<file path="src/rtl/imm_encoder_if.sv">
// Request/response bundle for the instruction encoder: field inputs with a
// valid/ready request side and a valid/ready result side.
interface imm_encoder_if #(
    parameter int XLEN   = 64,
    parameter int TYPE_W = 4
);
    logic              in_valid;
    logic              in_ready;
    logic [TYPE_W-1:0] in_sel;
    logic [6:0]        in_opcode;
    logic [4:0]        in_rd;
    logic [4:0]        in_rs1;
    logic [4:0]        in_rs2;
    logic [2:0]        in_funct3;
    logic [6:0]        in_funct7;
    logic [XLEN-1:0]   in_imm;
    logic              out_valid;
    logic              out_ready;
    logic [31:0]       out_inst;
    logic              out_err;

    modport master (
        output in_valid, in_sel, in_opcode, in_rd, in_rs1, in_rs2,
               in_funct3, in_funct7, in_imm, out_ready,
        input  in_ready, out_valid, out_inst, out_err
    );

    modport slave (
        input  in_valid, in_sel, in_opcode, in_rd, in_rs1, in_rs2,
               in_funct3, in_funct7, in_imm, out_ready,
        output in_ready, out_valid, out_inst, out_err
    );
endinterface

</file>
<file path="src/rtl/imm_encoder.sv">
// Packs register fields, function codes and an immediate into a 32-bit RV
// instruction word; rejects out-of-range or misaligned immediates.
module imm_encoder #(
    parameter int XLEN   = 64,
    parameter int TYPE_W = 4,
    parameter int CNT_W  = 32
) (
    input  logic             clk,
    input  logic             rst,
    imm_encoder_if.slave     bus,
    output logic [CNT_W-1:0] cnt_ok,
    output logic [CNT_W-1:0] cnt_err
);
    localparam logic [TYPE_W-1:0] ENUM_TYPE_R   = TYPE_W'(4'd0);
    localparam logic [TYPE_W-1:0] ENUM_TYPE_I   = TYPE_W'(4'd1);
    localparam logic [TYPE_W-1:0] ENUM_TYPE_I_M = TYPE_W'(4'd2);
    localparam logic [TYPE_W-1:0] ENUM_TYPE_I_J = TYPE_W'(4'd3);
    localparam logic [TYPE_W-1:0] ENUM_TYPE_S   = TYPE_W'(4'd4);
    localparam logic [TYPE_W-1:0] ENUM_TYPE_B   = TYPE_W'(4'd5);
    localparam logic [TYPE_W-1:0] ENUM_TYPE_J   = TYPE_W'(4'd6);
    localparam logic [TYPE_W-1:0] ENUM_TYPE_U_A = TYPE_W'(4'd7);
    localparam logic [TYPE_W-1:0] ENUM_TYPE_U_L = TYPE_W'(4'd8);
    localparam logic [TYPE_W-1:0] ENUM_TYPE_E   = TYPE_W'(4'd9);

    typedef enum logic [1:0] {
        S_IDLE  = 2'd0,
        S_CHECK = 2'd1,
        S_PACK  = 2'd2,
        S_HOLD  = 2'd3
    } state_t;

    // True when imm is the sign extension of its low nbits bits.
    function automatic logic fits_signed(input logic [XLEN-1:0] imm, input int nbits);
        logic [XLEN-1:0] v;
        v = XLEN'($signed(imm) >>> (nbits - 32'sd1));
        return (v == {XLEN{1'b0}}) || (v == {XLEN{1'b1}});
    endfunction

    function automatic logic [CNT_W-1:0] sat_inc(input logic [CNT_W-1:0] c);
        return (c == {CNT_W{1'b1}}) ? c : c + {{(CNT_W-1){1'b0}}, 1'b1};
    endfunction

    state_t            r_state;
    state_t            w_state_nxt;
    logic [TYPE_W-1:0] r_sel;
    logic [6:0]        r_opcode;
    logic [4:0]        r_rd;
    logic [4:0]        r_rs1;
    logic [4:0]        r_rs2;
    logic [2:0]        r_funct3;
    logic [6:0]        r_funct7;
    logic [XLEN-1:0]   r_imm;
    logic              r_legal;
    logic              w_legal;
    logic [31:0]       w_inst;
    logic              r_in_ready;
    logic              r_out_valid;
    logic [31:0]       r_out_inst;
    logic              r_out_err;
    logic [CNT_W-1:0]  r_cnt_ok;
    logic [CNT_W-1:0]  r_cnt_err;
    logic              w_accept;
    logic              w_deliver;

    // in_ready is only ever high in IDLE, so it alone qualifies acceptance.
    assign w_accept  = bus.in_valid & r_in_ready;
    assign w_deliver = (r_state == S_HOLD) & bus.out_ready;

    assign bus.in_ready  = r_in_ready;
    assign bus.out_valid = r_out_valid;
    assign bus.out_inst  = r_out_inst;
    assign bus.out_err   = r_out_err;
    assign cnt_ok        = r_cnt_ok;
    assign cnt_err       = r_cnt_err;

    // State register.
    always_ff @(posedge clk) begin
        if (rst) begin
            r_state <= S_IDLE;
        end else begin
            r_state <= w_state_nxt;
        end
    end

    // Next-state logic.
    always_comb begin
        w_state_nxt = r_state;
        case (r_state)
            S_IDLE: begin
                if (w_accept) begin
                    w_state_nxt = S_CHECK;
                end else begin
                    w_state_nxt = S_IDLE;
                end
            end
            S_CHECK: w_state_nxt = S_PACK;
            S_PACK:  w_state_nxt = S_HOLD;
            S_HOLD: begin
                if (bus.out_ready) begin
                    w_state_nxt = S_IDLE;
                end else begin
                    w_state_nxt = S_HOLD;
                end
            end
            default: w_state_nxt = S_IDLE;
        endcase
    end

    // Request capture; later input changes are ignored.
    always_ff @(posedge clk) begin
        if (rst) begin
            r_sel    <= {TYPE_W{1'b0}};
            r_opcode <= 7'd0;
            r_rd     <= 5'd0;
            r_rs1    <= 5'd0;
            r_rs2    <= 5'd0;
            r_funct3 <= 3'd0;
            r_funct7 <= 7'd0;
            r_imm    <= {XLEN{1'b0}};
            r_legal  <= 1'b0;
        end else begin
            if (w_accept) begin
                r_sel    <= bus.in_sel;
                r_opcode <= bus.in_opcode;
                r_rd     <= bus.in_rd;
                r_rs1    <= bus.in_rs1;
                r_rs2    <= bus.in_rs2;
                r_funct3 <= bus.in_funct3;
                r_funct7 <= bus.in_funct7;
                r_imm    <= bus.in_imm;
            end
            if (r_state == S_CHECK) begin
                r_legal <= w_legal;
            end
        end
    end

    // Range and alignment rules per format.
    always_comb begin
        w_legal = 1'b0;
        case (r_sel)
            ENUM_TYPE_R, ENUM_TYPE_E:
                w_legal = 1'b1;
            ENUM_TYPE_I, ENUM_TYPE_I_M, ENUM_TYPE_I_J, ENUM_TYPE_S:
                w_legal = fits_signed(r_imm, 32'sd12);
            ENUM_TYPE_B:
                w_legal = fits_signed(r_imm, 32'sd13) & ~r_imm[0];
            ENUM_TYPE_J:
                w_legal = fits_signed(r_imm, 32'sd21) & ~r_imm[0];
            ENUM_TYPE_U_A, ENUM_TYPE_U_L:
                w_legal = fits_signed(r_imm, 32'sd32) & (r_imm[11:0] == 12'd0);
            default:
                w_legal = 1'b0;
        endcase
    end

    // Bit placement mirrors the immediate generator; unused fields stay zero.
    always_comb begin
        w_inst = 32'd0;
        case (r_sel)
            ENUM_TYPE_R:
                w_inst = {r_funct7, r_rs2, r_rs1, r_funct3, r_rd, r_opcode};
            ENUM_TYPE_I, ENUM_TYPE_I_M, ENUM_TYPE_I_J, ENUM_TYPE_E:
                w_inst = {r_imm[11:0], r_rs1, r_funct3, r_rd, r_opcode};
            ENUM_TYPE_S:
                w_inst = {r_imm[11:5], r_rs2, r_rs1, r_funct3, r_imm[4:0], r_opcode};
            ENUM_TYPE_B:
                w_inst = {r_imm[12], r_imm[10:5], r_rs2, r_rs1, r_funct3,
                          r_imm[4:1], r_imm[11], r_opcode};
            ENUM_TYPE_J:
                w_inst = {r_imm[20], r_imm[10:1], r_imm[11], r_imm[19:12], r_rd, r_opcode};
            ENUM_TYPE_U_A, ENUM_TYPE_U_L:
                w_inst = {r_imm[31:12], r_rd, r_opcode};
            default:
                w_inst = 32'd0;
        endcase
    end

    // Handshake outputs; the word is frozen from PACK until delivery.
    always_ff @(posedge clk) begin
        if (rst) begin
            r_in_ready  <= 1'b0;
            r_out_valid <= 1'b0;
            r_out_inst  <= 32'd0;
            r_out_err   <= 1'b0;
        end else begin
            r_in_ready <= (w_state_nxt == S_IDLE);
            if (r_state == S_PACK) begin
                r_out_valid <= 1'b1;
                r_out_inst  <= r_legal ? w_inst : 32'd0;
                r_out_err   <= ~r_legal;
            end else if (w_deliver) begin
                r_out_valid <= 1'b0;
            end
        end
    end

    // Saturating delivery statistics.
    always_ff @(posedge clk) begin
        if (rst) begin
            r_cnt_ok  <= {CNT_W{1'b0}};
            r_cnt_err <= {CNT_W{1'b0}};
        end else if (w_deliver) begin
            if (r_out_err) begin
                r_cnt_err <= sat_inc(r_cnt_err);
            end else begin
                r_cnt_ok <= sat_inc(r_cnt_ok);
            end
        end
    end
endmodule

</file>
<file path="src/flat_wrapper.sv">
// flat-port wrapper written by rule: the top's interface ports become plain ports
module imm_encoder_flat 
#(
    parameter int XLEN   = 64,
    parameter int TYPE_W = 4,
    parameter int CNT_W  = 32
)
  (clk, rst, cnt_ok, cnt_err, bus_in_valid, bus_in_sel, bus_in_opcode, bus_in_rd, bus_in_rs1, bus_in_rs2, bus_in_funct3, bus_in_funct7, bus_in_imm, bus_out_ready, bus_in_ready, bus_out_valid, bus_out_inst, bus_out_err);
  imm_encoder_if #(.XLEN(XLEN), .TYPE_W(TYPE_W)) bus_i ();
  input  logic clk;
  input  logic rst;
  output logic [CNT_W-1:0] cnt_ok;
  output logic [CNT_W-1:0] cnt_err;
  input wire logic [$bits(bus_i.in_valid)-1:0] bus_in_valid;
  input wire logic [$bits(bus_i.in_sel)-1:0] bus_in_sel;
  input wire logic [$bits(bus_i.in_opcode)-1:0] bus_in_opcode;
  input wire logic [$bits(bus_i.in_rd)-1:0] bus_in_rd;
  input wire logic [$bits(bus_i.in_rs1)-1:0] bus_in_rs1;
  input wire logic [$bits(bus_i.in_rs2)-1:0] bus_in_rs2;
  input wire logic [$bits(bus_i.in_funct3)-1:0] bus_in_funct3;
  input wire logic [$bits(bus_i.in_funct7)-1:0] bus_in_funct7;
  input wire logic [$bits(bus_i.in_imm)-1:0] bus_in_imm;
  input wire logic [$bits(bus_i.out_ready)-1:0] bus_out_ready;
  output wire logic [$bits(bus_i.in_ready)-1:0] bus_in_ready;
  output wire logic [$bits(bus_i.out_valid)-1:0] bus_out_valid;
  output wire logic [$bits(bus_i.out_inst)-1:0] bus_out_inst;
  output wire logic [$bits(bus_i.out_err)-1:0] bus_out_err;
  assign bus_i.in_valid = bus_in_valid;
  assign bus_i.in_sel = bus_in_sel;
  assign bus_i.in_opcode = bus_in_opcode;
  assign bus_i.in_rd = bus_in_rd;
  assign bus_i.in_rs1 = bus_in_rs1;
  assign bus_i.in_rs2 = bus_in_rs2;
  assign bus_i.in_funct3 = bus_in_funct3;
  assign bus_i.in_funct7 = bus_in_funct7;
  assign bus_i.in_imm = bus_in_imm;
  assign bus_i.out_ready = bus_out_ready;
  assign bus_in_ready = bus_i.in_ready;
  assign bus_out_valid = bus_i.out_valid;
  assign bus_out_inst = bus_i.out_inst;
  assign bus_out_err = bus_i.out_err;
  imm_encoder #(.XLEN(XLEN), .TYPE_W(TYPE_W), .CNT_W(CNT_W)) u_core (.clk(clk), .rst(rst), .bus(bus_i), .cnt_ok(cnt_ok), .cnt_err(cnt_err));
endmodule
</file>
<file path="config.mk">
export PLATFORM = sky130hd
export DESIGN_NAME = imm_encoder_flat
export DESIGN_NICKNAME = d
export VERILOG_FILES = /design/src/rtl/imm_encoder_if.sv /design/src/rtl/imm_encoder.sv /design/src/flat_wrapper.sv
export SDC_FILE = /design/constraint.sdc
export NUM_CORES = 1
export LEC_CHECK = 0
export CAP_MARGIN = 5
export CORE_ASPECT_RATIO = 0.5
export CORE_MARGIN = 2
export CORE_UTILIZATION = 32
export CTS_BUF_LIST = sky130_fd_sc_hd__clkbuf_4 sky130_fd_sc_hd__clkbuf_8
export DETAILED_ROUTE_END_ITERATION = 12
export PLACE_DENSITY = 0.61
export SKIP_CTS_REPAIR_TIMING = 1
export SLEW_MARGIN = 20
export SYNTH_ARGS = -nofsm -noshare
export SYNTH_HDL_FRONTEND = slang
export SYNTH_SLANG_ARGS = --single-unit
</file>
<file path="constraint.sdc">
create_clock -name clk -period 4.4 [get_ports clk]
set_clock_uncertainty 0.2 [all_clocks]
set_input_delay 0.88 -clock clk [delete_from_list [all_inputs] [get_ports clk]]
set_output_delay 0.88 -clock clk [all_outputs]
set_load 0.03 [all_outputs]
</file>
Yosys cells after proc, flatten, opt, wreduce, memory -nomap -nowiden
Cells that the tools add are included.
{"block": "op_classes", "n_addsub": 2, "n_bitwise": 10, "muxes": 8, "n_reduce_logical": 19, "eq_ne": 18}
{"operator": "equality test 64 bit, second input constant", "count": 4}
{"operator": "zero test 64 bit", "count": 4}
{"operator": "case mux 32 bit (6 select lines)", "count": 1}
{"operator": "adder 32 x 1 -> 32 bit, second input constant", "count": 2}
{"operator": "equality test 32 bit, second input constant", "count": 2}
{"operator": "two-way mux 32 bit", "count": 1}
{"operator": "equality test 4 x 3 -> 1 bit, second input constant", "count": 4}
{"operator": "zero test 12 bit", "count": 1}
{"operator": "equality test 4 x 2 -> 1 bit, second input constant", "count": 2}
{"operator": "equality test 4 bit, second input constant", "count": 2}
{"operator": "case mux 2 bit (4 select lines)", "count": 1}
{"operator": "OR reduction 4 bit", "count": 2}
{"operator": "AND reduction 3 bit", "count": 2}
{"operator": "bitwise AND 1 bit", "count": 5}
{"operator": "inverter 1 bit", "count": 5}
{"operator": "case mux 1 bit (5 select lines)", "count": 1}
{"operator": "equality test 2 bit, second input constant", "count": 2}
{"operator": "equality test 4 x 1 -> 1 bit, second input constant", "count": 1}
{"operator": "zero test 2 bit", "count": 2}
{"operator": "zero test 4 bit", "count": 1}
{"operator": "logical OR 1 bit", "count": 4}
{"operator": "OR reduction 2 bit", "count": 2}
{"operator": "two-way mux 1 bit", "count": 3}
{"operator": "equality test 2 x 1 -> 1 bit, second input constant", "count": 1}
{"operator": "other kinds (2)", "count": 2}
{"block": "totals", "register_bits": 202, "input_bits": 104, "wordCells": 73, "output_inout_bits": 99}

Depth between registers and ports, before layout
Gate-level depths: netlist of the first run.
{"block": "logic_depth", "word_depth": 4, "ltp_mapped": 9, "depth_no_buf": 7}

Least setup slack after synthesis of the first run
OpenSTA, ideal clock, no wires.
{"block": "synth_timing", "path_type": "register -> register", "start": "reg u_core.r_cnt_ok[26] (netlist: u_core.cnt_ok[26])", "end": "reg u_core.r_cnt_ok[25] (netlist: u_core.cnt_ok[25])", "n_path_buf": 1, "period_less_slack_ns": 2.549, "required_time_ns": 4.079, "arrival_ns": 2.228, "setup_time_ns": 0.121, "slack_ns": 1.851, "stages_incl_launch_ff": 8, "cell_sequence": "dfxtp_1 nand4_1 or4_1 or4_1 buf_2 nand3_4 nor4_2 mux2_4"}
{"block": "synth_between", "elab_chain_len": 3}
{"element": "start: declaration", "line_no": "imm_encoder.sv:60", "rtl": "logic [CNT_W-1:0] r_cnt_ok;"}
{"element": "start signal: assignment", "line_no": "imm_encoder.sv:201", "rtl": "r_cnt_ok <= {CNT_W{1'b0}};"}
{"element": "start signal: assignment", "line_no": "imm_encoder.sv:207", "rtl": "r_cnt_ok <= sat_inc(r_cnt_ok);"}
{"element": "equality test 32 bit", "line_no": "imm_encoder.sv:40", "rtl": "return (c == {CNT_W{1'b1}}) ? c : c + {{(CNT_W-1){1'b0}}, 1'b1};"}
{"element": "inverter 1 bit (no line)"}
{"element": "AND reduction 3 bit (no line)"}
No other way between the ends.
A chain may end at the register's enable or synchronous reset.

Worst setup path after layout of the first run
{"block": "layout_timing", "start": "reg u_core.r_out_err (netlist: u_core.bus.out_err)", "end": "out bus_out_err"}
{"element": "start: declaration", "line_no": "imm_encoder.sv:59", "rtl": "logic r_out_err;"}
{"element": "start signal: assignment", "line_no": "imm_encoder.sv:191", "rtl": "r_out_err <= ~r_legal;"}
{"element": "end: declaration", "line_no": "flat_wrapper.sv:27", "rtl": "output wire logic [$bits(bus_i.out_err)-1:0] bus_out_err;"}
No word-level cell between the ends.

==> qor.csv, run 1 <==
stage;metric;value;unit
run_status;status;complete, no violations;
synthesis;area share of the largest cell type after synthesis;0.459;
floorplan;chip height;121;um
synthesis;mux contribution to synthesized area;0.00710;
final_layout;Fillers;2694;
grt;Global Route Usage Sum;0.185;
sta;TNS Setup;0;ns
setup_path;critical path arrival;1.83;ns
setup_path;crit path launch type;flop;
synthesis;sequential fraction of the synthesis area;0.459;
final_layout;nets@finish;1398;
sta;final hold viol count;0;
pwr;total power;0.00409;W
sta;Max-slew headroom;0.230;
final_layout;diode count;0;
synthesis;leading area contributor after synthesis;dfxtp_1;
synthesis;Netlist Area Pre-Place;0.00882;mm2
grt;GR Layer Usage met1;0.246;
cts;CTS tree;done;
synthesis;Synth cell types;59;
cts;Num CTS Buffers;31;
setup_path;max incr delay on CP;0.76;ns
grt;M3 GR Usage;0.0332;
grt;vias in the first global route;8113;
synthesis;fraction of the mapped netlist area in adder cells;0.00284;
grt;Overflow after GRT;0;
route;Via density;5.16;
placement;gpl congestion;0.844;
synthesis;YS warnings;0;
synthesis;Post-synth EDFFs;0;
placement;DP HPWL;19400;um
setup_path;CP Max Fanout;6;
synthesis;XOR/XNOR share of the synthesized area;0.0457;
floorplan;I/O pin total;203;
synthesis;Synth Register Bits;202;
sta;min cycle time layout;2.91;ns
grt;M2 GR Usage;0.312;
sta;fin crit share;0.662;
grt;initial antenna violation count;0;
floorplan;die width;239;um
placement;worst slack at placement;1.05;ns
pwr;Static Leak;3.83;nW
min_path;Hold Path Class;flop to flop;
sta;Tightest Pin Transition;1.15;ns
synthesis;prevailing post-synth register cell;dfxtp_1;
sta;final hold slack;0.255;ns
route;Pre-antenna DRT Iters;6;
synthesis;Synth Area in Simple Gates;0.279;
synthesis;top-count cell post-synth;nand2_1;
floorplan;number of cell rows;42;
placement;PortBufs;202;
final_layout;Core Util, Final;0.441;
pwr;power density over the cells;347;mW/mm2
synthesis;Post-Syn Area per Cell;7.87;um2
pwr;Max VDD drop;0.188;mV
setup_path;crit-path cells;clkdlybuf4s50_1;
synthesis;top cells by area, synth;dfxtp_1 46%, nand2_1 10%, a21oi_1 8.5%, nor2_1 4.9%, xnor2_1 3.4%;
setup_path;Critical Path RT;3.32;ns
cts;Root Buffer;clkbuf_8;
route;wire per inst;16.6;um
grt;gr busiest metal;met2;
floorplan;core area;0.0267;mm2
cts;CTS clk-pin slew, worst paths;0.06;ns
final_layout;Area growth syn-to-layout;33.7;%
route;vias;8608;
flow_run;Max-Cap Viols;0;
final_layout;layout cells sized above 1;0.0668;
floorplan;Initial Utilization;0.330;
route;Remaining DRCs;0;
synthesis;Synthesized Nets;1227;
setup_path;Slowest-stage cell, CP;clkdlybuf4s50_1;
sta;Max Fclk;343;MHz
sta;final worst slack;1.49;ns
grt;global-route wire length before repair;43400;um
synthesis;Post-synth top cells;241 x nand2_1, 202 x dfxtp_1, 149 x a21oi_1, 114 x nor2_1, 60 x clkbuf_1;
route;antenna-violating nets left;0;
synthesis;share of synthesized registers carrying an async set or reset;0;
route;DRT Wirelength;27700;um
grt;largest net degree at the start of global routing;103;
cts;clock sinks;202;
cts;H-tree depth;1;
setup_path;Crit Path Class;flop to output pin;
sta;Final Setup Violations;0;
route;initial DRC count;611;
floorplan;DIE AREA;0.0290;mm2
sta;Final Max Tran Viols;0;
setup_path;crit end category;output pin;
setup_path;Buf/Inv on CP;1;
synthesis;largest family of logic cells by synthesized area;simple AND/OR/NAND/NOR gates;
setup_path;delay-heaviest family, CP;buffers and inverters;
sta;unrepaired setup endpoints after global routing;no;
synthesis;compound-cell area share of the yosys netlist;0.168;
cts;latest clock arrival within the worst-skew pair;0.58;ns
cts;Max clock buf depth;3;
synthesis;Gate Count Post-Synth;1121;
## cell usage in the layout (no fill, tap or decap), types with 4 or more instances in the layout
master	instances
a21o_1	4
clkbuf_4	9
a211oi_1	12
inv_1	14
xnor2_1	34
clkdlybuf4s50_1	201
and4_1	8
nand3_1	33
nor3_1	17
or3_1	7
nand2_1	240
or4_1	6
nor2b_1	6
nand2b_1	7
a22oi_1	34
clkinv_2	5
nand4_1	41
and3_1	9
o21ai_0	22
a21oi_1	149
a2bb2oi_1	4
xor2_1	12
dfxtp_1	202
buf_4	6
nor2_1	114
nor4_1	24
clkbuf_8	42
a222oi_1	4
## stage by stage
stage                     cells  cell area, um2
after floorplan            1121            8820
after global placement     1611           11100
after detailed placement   1611           11100
after CTS                  1669           11800
after global routing       1669           11800
final                      1669           11800
## logic make-up (layout without fill, tap and decap cells)
group / after synthesis / after routing
AND/OR/NAND/NOR: 533 / 533
AO/OA/AOI/OAI: 248 / 248
flip-flops: 202 / 202
buffers and inverters: 85 / 281
XOR/XNOR: 46 / 46
multiplexers: 5 / 5
adder cells (fa/ha/maj): 2 / 2
## final timing paths
kind / depth (start not counted) / slack (ns) / endpoint / start
worst min-delay path: 2 / 0.26 / u_core.r_opcode[4] / u_core.r_opcode[4]
worst max register to register: 6 / 1.57 / u_core.cnt_err[9] / u_core.cnt_err[24]
worst min register to register: 2 / 0.26 / u_core.r_opcode[4] / u_core.r_opcode[4]
worst max-delay path: 1 / 1.49 / bus_out_err / u_core.bus.out_err
## power breakdown
part           internal (W)  switching [W]
combinational      0.000172       0.000212
clock              0.000985       0.000768
sequential          0.00189      0.0000657
## per-layer routing
layer  vias up  share of wire
met5         -              0
met4         0          0.020
met3        36          0.042
met2       191           0.48
met1      4113           0.46
li1       4268              -
## state kept, by name, indices dropped and copies added, names as in the netlist, 2 cells and up
name	cells
u_core.bus.out_inst	32
u_core.cnt_err	32
u_core.cnt_ok	32
u_core.r_funct3	3
u_core.r_funct7	7
u_core.r_imm	64
u_core.r_opcode	7
u_core.r_rd	5
u_core.r_rs1	5
u_core.r_rs2	5
u_core.r_sel	4
u_core.r_state	2
## cell type report
cell class / count / area, um2 / share of cell area
timing repair buffer: 209 / 2090 / 0.177
clock inverter: 7 / 62.6 / 0.00531
multi-input combinational: 834 / 4450 / 0.378
sequential: 202 / 4040 / 0.343
tap: 352 / 440 / 0.0374
clock buffer: 51 / 646 / 0.0548
inverter: 14 / 52.6 / 0.00446
## worst register-to-register path, delay by kind of cell (launching register included)
kind | cells | cell delay [ns]
flip-flops | 1 | 0.43
multiplexers | 1 | 0.27
AO/OA/AOI/OAI | 1 | 0.33
AND/OR/NAND/NOR | 4 | 1.48
Power figures use the tool's default switching activity.
==> run 2, diff against run 1 <==
--- a/config.mk
+++ b/config.mk
@@ -11,7 +11,7 @@
 export CORE_UTILIZATION = 32
 export CTS_BUF_LIST = sky130_fd_sc_hd__clkbuf_4 sky130_fd_sc_hd__clkbuf_8
 export DETAILED_ROUTE_END_ITERATION = 12
-export PLACE_DENSITY = 0.61
+export PLACE_DENSITY = 0.63
 export SKIP_CTS_REPAIR_TIMING = 1
 export SLEW_MARGIN = 20
 export SYNTH_ARGS = -nofsm -noshare
==> constraint.sdc (replaced) <==
create_clock -name clk -period 2.4 [get_ports clk]
set_clock_uncertainty 0.2 [all_clocks]
set_input_delay 0.48 -clock clk [delete_from_list [all_inputs] [get_ports clk]]
set_output_delay 0.48 -clock clk [all_outputs]
set_load 0.03 [all_outputs]
==> run 2 against run 1 <==
Die area stayed put. Final area is 7.0% higher. Highest routed layer unchanged. Clock power is 80% higher. Largest cell class unchanged. Total power is 83% higher. Combinational power is 100% higher.
==> qor.csv, run 2 (synthesized netlist as in run 1, its figures left out) <==
stage;metric;value;unit;change
sta;final hold viol count;0;;unchanged
placement;PortBufs;202;;unchanged
pwr;Max VDD drop;0.348;mV;+85%
setup_path;delay-heaviest family, CP;buffers and inverters;;
pwr;total power;0.00748;W;+83%
cts;Max clock buf depth;3;;unchanged
floorplan;I/O pin total;203;;unchanged
final_layout;commonest non-fill, non-tap cell in the layout;nand2_1;;
cts;CTS tree;done;;
route;initial DRC count;546;;-11%
final_layout;nets@finish;1479;;+5.8%
final_layout;Non-Filler Instances;1751;;+4.9%
placement;DP HPWL;20900;um;+7.7%
floorplan;Initial Utilization;0.330;;unchanged
final_layout;register name with the most flops;u_core.r_imm;;
route;vias;8932;;+3.8%
pwr;Static Leak;5.30;nW;+38%
sta;Max-slew headroom;0.631;;+0.401
setup_path;crit-path cells;clkdlybuf4s50_1;;
final_layout;max reg flops;64;;unchanged
sta;final hold slack;0.110;ns;-0.146 ns
sta;fin crit share;0.984;;
run_status;status;complete, no violations;;
sta;Max Fclk;423;MHz;
grt;initial antenna violation count;2;;+2
grt;Overflow after GRT;0;;unchanged
floorplan;number of cell rows;42;;unchanged
floorplan;DIE AREA;0.0290;mm2;unchanged
setup_path;Slowest-stage cell, CP;clkdlybuf4s50_1;;
route;Via density;5.10;;-1.1%
cts;CTS clk-pin slew, worst paths;0.07;ns;about the same
min_path;Hold Path Class;primary input to flop;;
floorplan;core area;0.0267;mm2;unchanged
placement;gpl congestion;0.848;;+0.41%
setup_path;Buf/Inv on CP;1;;unchanged
final_layout;most frequent cells in the layout;240 x nand2_1, 182 x dfxtp_1, 149 x a21oi_1;;
setup_path;CP Max Fanout;4;;-2
route;Remaining DRCs;0;;unchanged
grt;largest net degree at the start of global routing;78;;-24%
floorplan;die width;239;um;unchanged
cts;Num CTS Buffers;31;;unchanged
grt;Global Route Usage Sum;0.191;;+0.00595
sta;Final Max Tran Viols;0;;unchanged
route;DRT Wirelength;28300;um;+2.1%
setup_path;Crit Path Class;flop to output pin;;
route;antenna-violating nets left;0;;unchanged
placement;placed cell count;1690;;+4.9%
setup_path;crit path launch type;flop;;
route;wire per inst;16.2;um;-2.6%
cts;clock sinks;202;;unchanged
sta;min cycle time layout;2.36;ns;
cts;H-tree depth;1;;unchanged
sta;Tightest Pin Transition;0.539;ns;-0.610 ns
setup_path;critical path arrival;1.68;ns;-0.15 ns
sta;Final Setup Violations;0;;unchanged
pwr;power density over the cells;593;mW/mm2;+71%
setup_path;crit end category;output pin;;
final_layout;Area growth syn-to-layout;43.1;%;
grt;global-route wire length before repair;44600;um;+2.8%
cts;Root Buffer;clkbuf_8;;
floorplan;chip height;121;um;unchanged
flow_run;Max-Cap Viols;0;;unchanged
setup_path;max incr delay on CP;0.71;ns;-0.05 ns
final_layout;layout cells sized above 1;0.140;;+0.0735
cts;latest clock arrival within the worst-skew pair;0.58;ns;about the same
setup_path;Critical Path RT;1.72;ns;-1.60 ns
grt;vias in the first global route;8619;;+6.2%
route;Pre-antenna DRT Iters;5;;-1
final_layout;Core Util, Final;0.472;;+0.0310
[run 2: cell count changes in the layout (fill, tap and decap cells not counted), sizes merged]
| cell | change |
|---|---|
| buf | +81 |
| clkdlybuf4s50 | -55 |
| clkinv | -1 |
| diode | +2 |
| dlymetal6s2s | +55 |
[run 2: final cells by class]
| cell class | count | area [um2] |
|---|---|---|
| fill | 2542 | 14100 |
| multi-input combinational | 834 | 4470 |
| sequential | 202 | 4070 |
| timing repair buffer | 290 | 2880 |
| clock buffer | 51 | 633 |
| tap | 352 | 440 |
| clock inverter | 6 | 57.6 |
| inverter | 14 | 52.6 |
| antenna | 2 | 5.00 |
[run 2: where the power goes]
group	total, W	switching, W	leakage, nW	internal [W]
clock	0.00315	0.00138	0.368	0.00177
combinational	0.000777	0.000422	3.28	0.000355
sequential	0.00355	0.0000941	1.65	0.00346
[run 2: path summary, 6_finish.rpt]
kind	slack, ns	cells past startpoint	from	endpoint
min reg2reg	0.26	2	u_core.r_rs1[0]	u_core.r_rs1[0]
max reg2reg	0.06	6	u_core.cnt_ok[23]	u_core.cnt_ok[25]
min	0.11	2	rst	u_core.cnt_ok[28]
max	0.04	1	u_core.cnt_err[16]	cnt_err[16]
[run 2: per-stage QoR]
stage / worst slack, ns / TNS (ns) / cell area, um2
6_report: 0.0374 / 0 / 12600
5_1_grt: -0.0165 / -0.0170 / 12600
3_5_place_dp: -0.312 / -4.98 / 11700
2_1_floorplan: 0.00250 / 0 / 8840
4_1_cts: -0.122 / -1.78 / 12400
3_3_place_gp: -0.257 / -3.49 / 11700
[run 2: layer usage]
metal | vias to the layer above | share of wire | track usage
li1 | 4430 | - | -
met4 | 0 | 0.026 | 0.0633
met5 | - | 0 | 0
met2 | 181 | 0.49 | 0.330
met1 | 4274 | 0.44 | 0.242
met3 | 47 | 0.040 | 0.0339
==> run 3, diff against run 2 <==
--- a/config.mk
+++ b/config.mk
@@ -5,13 +5,14 @@
 export SDC_FILE = /design/constraint.sdc
 export NUM_CORES = 1
 export LEC_CHECK = 0
+export ABC_AREA = 1
 export CAP_MARGIN = 5
 export CORE_ASPECT_RATIO = 0.5
 export CORE_MARGIN = 2
-export CORE_UTILIZATION = 32
+export CORE_UTILIZATION = 45
 export CTS_BUF_LIST = sky130_fd_sc_hd__clkbuf_4 sky130_fd_sc_hd__clkbuf_8
 export DETAILED_ROUTE_END_ITERATION = 12
-export PLACE_DENSITY = 0.63
+export PLACE_DENSITY = 0.81
 export SKIP_CTS_REPAIR_TIMING = 1
 export SLEW_MARGIN = 20
 export SYNTH_ARGS = -nofsm -noshare
==> run 3 against run 2 <==
Fmax up 0.97%. Global-route usage grew 5.2 points. Sequential share of layout area shrank 0.97 points. Total power is 3.9% higher. Critical path type unchanged.
==> qor.csv, run 3 <==
stage;metric;value;unit;change
setup_path;crit end category;output pin;;
synthesis;Gate Count Post-Synth;1467;;+31%
sta;Tightest Pin Transition;1.09;ns;+0.548 ns
final_layout;diode count;0;;-2
setup_path;max incr delay on CP;0.72;ns;about the same
final_layout;area occupied by registers;0.00404;mm2;-0.68%
final_layout;register name with the most flops;u_core.r_imm;;
synthesis;largest family of logic cells by synthesized area;simple AND/OR/NAND/NOR gates;;
synthesis;top-count cell post-synth;nand2_1;;
grt;largest net degree at the start of global routing;125;;+60%
sta;unrepaired setup endpoints after global routing;no;;
setup_path;Critical Path RT;1.72;ns;about the same
cts;latest clock arrival within the worst-skew pair;0.59;ns;about the same
synthesis;leading area contributor after synthesis;dfxtp_1;;
flow_run;Max-Cap Viols;0;;unchanged
placement;placed cell count;1908;;+13%
floorplan;chip height;108;um;-11%
run_status;status;complete, no violations;;
setup_path;Slowest-stage cell, CP;clkdlybuf4s50_1;;
floorplan;DIE AREA;0.0228;mm2;-21%
sta;Final Max Tran Viols;0;;unchanged
placement;gpl congestion;0.896;;+5.6%
final_layout;Fillers;1897;;-25%
synthesis;Netlist Area Pre-Place;0.00970;mm2;+10%
route;antenna-violating nets left;0;;unchanged
route;Remaining DRCs;0;;unchanged
setup_path;cells on worst reg2reg path;12;;+6
placement;DP HPWL;20100;um;-3.8%
floorplan;core area;0.0208;mm2;-22%
sta;fin crit share;0.975;;-0.00945
sta;Max Fclk;427;MHz;+0.97%
setup_path;Crit. path cell count;1;;unchanged
synthesis;XOR/XNOR share of the synthesized area;0.0343;;-0.0114
synthesis;mux contribution to synthesized area;0;;-0.00710
sta;min cycle time layout;2.34;ns;-0.0227 ns
cts;Max clock buf depth;3;;unchanged
synthesis;Post-synth top cells;376 x nand2_1, 306 x nor2_1, 202 x dfxtp_1, 126 x o21ai_0, 113 x a21oi_1;;
setup_path;critical path arrival;1.66;ns;-0.02 ns
grt;global-route wire length before repair;45000;um;+0.73%
pwr;power density over the cells;601;mW/mm2;+1.5%
synthesis;Post-Syn Area per Cell;6.61;um2;-16%
synthesis;share of synthesized registers carrying an async set or reset;0;;unchanged
synthesis;Synth cell types;36;;-39%
sta;Final Setup Violations;0;;unchanged
setup_path;CP Max Fanout;2;;-2
synthesis;prevailing post-synth register cell;dfxtp_1;;
setup_path;crit-path cells;clkdlybuf4s50_1;;
setup_path;Crit Path Class;flop to output pin;;
final_layout;most frequent cells in the layout;375 x nand2_1, 305 x nor2_1, 202 x dfxtp_1;;
floorplan;number of cell rows;37;;-12%
synthesis;Synth Register Bits;202;;unchanged
sta;Max-slew headroom;0.274;;-0.357
route;vias;9987;;+12%
final_layout;Area growth syn-to-layout;33.2;%;
synthesis;Post-synth EDFFs;0;;unchanged
cts;Num CTS Buffers;30;;-3.2%
synthesis;area share of the largest cell type after synthesis;0.417;;-0.0417
final_layout;multi-input logic area;0.00500;mm2;+12%
final_layout;max reg flops;64;;unchanged
final_layout;Non-Filler Instances;1961;;+12%
setup_path;Buf/Inv on CP;1;;unchanged
setup_path;delay-heaviest family, CP;buffers and inverters;;
grt;vias in the first global route;8937;;+3.7%
route;initial DRC count;763;;+40%
cts;clock sinks;202;;unchanged
cts;CTS tree;done;;
floorplan;Initial Utilization;0.466;;+0.136
route;Via density;5.09;;-0.16%
final_layout;commonest non-fill, non-tap cell in the layout;nand2_1;;
cts;Root Buffer;clkbuf_8;;
floorplan;die width;212;um;-11%
min_path;Hold Path Class;primary input to flop;;
synthesis;fraction of the mapped netlist area in adder cells;0.00258;;-0.000258
pwr;Max VDD drop;0.328;mV;-5.6%
final_layout;Core Util, Final;0.620;;+0.148
route;DRT Wirelength;28700;um;+1.4%
min_path;WHS Path Cells;3;;+1
synthesis;Synthesized Nets;1573;;+28%
synthesis;YS warnings;0;;unchanged
final_layout;layout cells sized above 1;0.0723;;-0.0680
route;Pre-antenna DRT Iters;6;;+1
cts;CTS clk-pin slew, worst paths;0.07;ns;about the same
sta;final hold viol count;0;;unchanged
final_layout;nets@finish;1773;;+20%
synthesis;top cells by area, synth;dfxtp_1 42%, nand2_1 15%, nor2_1 12%, o21ai_0 6.5%, a21oi_1 5.8%;;
grt;Overflow after GRT;0;;unchanged
route;wire per inst;14.6;um;-9.4%
grt;initial antenna violation count;0;;-2
grt;Global Route Usage Sum;0.243;;+0.0518
setup_path;crit path launch type;flop;;
synthesis;sequential fraction of the synthesis area;0.417;;-0.0417
placement;PortBufs;202;;unchanged
cts;H-tree depth;1;;unchanged
floorplan;I/O pin total;203;;unchanged
pwr;Static Leak;5.74;nW;+8.4%
synthesis;Synth Area in Simple Gates;0.332;;+0.0531
synthesis;compound-cell area share of the yosys netlist;0.145;;-0.0237
-- run 3: cell type report --
cell class                      count  share of cell area
Timing Repair Buffer              231               0.192
Multi-Input combinational cell   1100               0.387
Inverter                          102              0.0296
Clock buffer                       49              0.0483
Clock inverter                      4             0.00349
Sequential cell                   202               0.313
Tap cell                          273              0.0264
-- run 3: power by group --
| part | switching, W | internal (W) |
|---|---|---|
| Combinational | 0.000571 | 0.000419 |
| Sequential | 0.000138 | 0.00352 |
| Clock | 0.00138 | 0.00174 |
-- run 3: kinds of logic (layout without fill, tap and decap cells) --
kind of cell	after synthesis	in the layout
AOI/OAI and AO/OA	266	266
DFF	202	202
and+or+nand+nor	794	794
buffers and inverters	165	386
xor gates and xnor gates	38	38
adders and majority gates	2	2
-- run 3: path summary, 6_finish.rpt --
path              slack (ns)               startpoint                 endpoint
setup / recovery        0.06  u_core.bus.out_inst[26]         bus_out_inst[26]
hold / removal          0.24                      rst  u_core.bus.out_inst[16]
setup reg to reg        0.18        u_core.cnt_err[0]       u_core.cnt_err[20]
hold reg to reg         0.25           u_core.r_rd[1]           u_core.r_rd[1]
-- run 3: metal layers --
metal,wire [um],share of wire,track usage,vias up
met5,0,0,0,-
met4,608,0.021,0.0599,0
met3,1870,0.065,0.0452,53
met2,12600,0.44,0.383,325
met1,13600,0.48,0.343,4517
li1,-,-,-,5092
-- run 3: stage by stage --
stage                     setup TNS, ns  hold WS (ns)  setup slack, ns  power, W  instance area (um2)
after floorplan                       0         0.225            0.231   0.00429                 9700
after global placement                0         0.235            0.121   0.00470                12100
after detailed placement              0         0.242            0.112   0.00471                12100
after CTS                         -1.57         0.211           -0.141   0.00783                12800
after global routing                  0         0.228         0.000875   0.00814                12900
final                                 0         0.238           0.0601   0.00777                12900
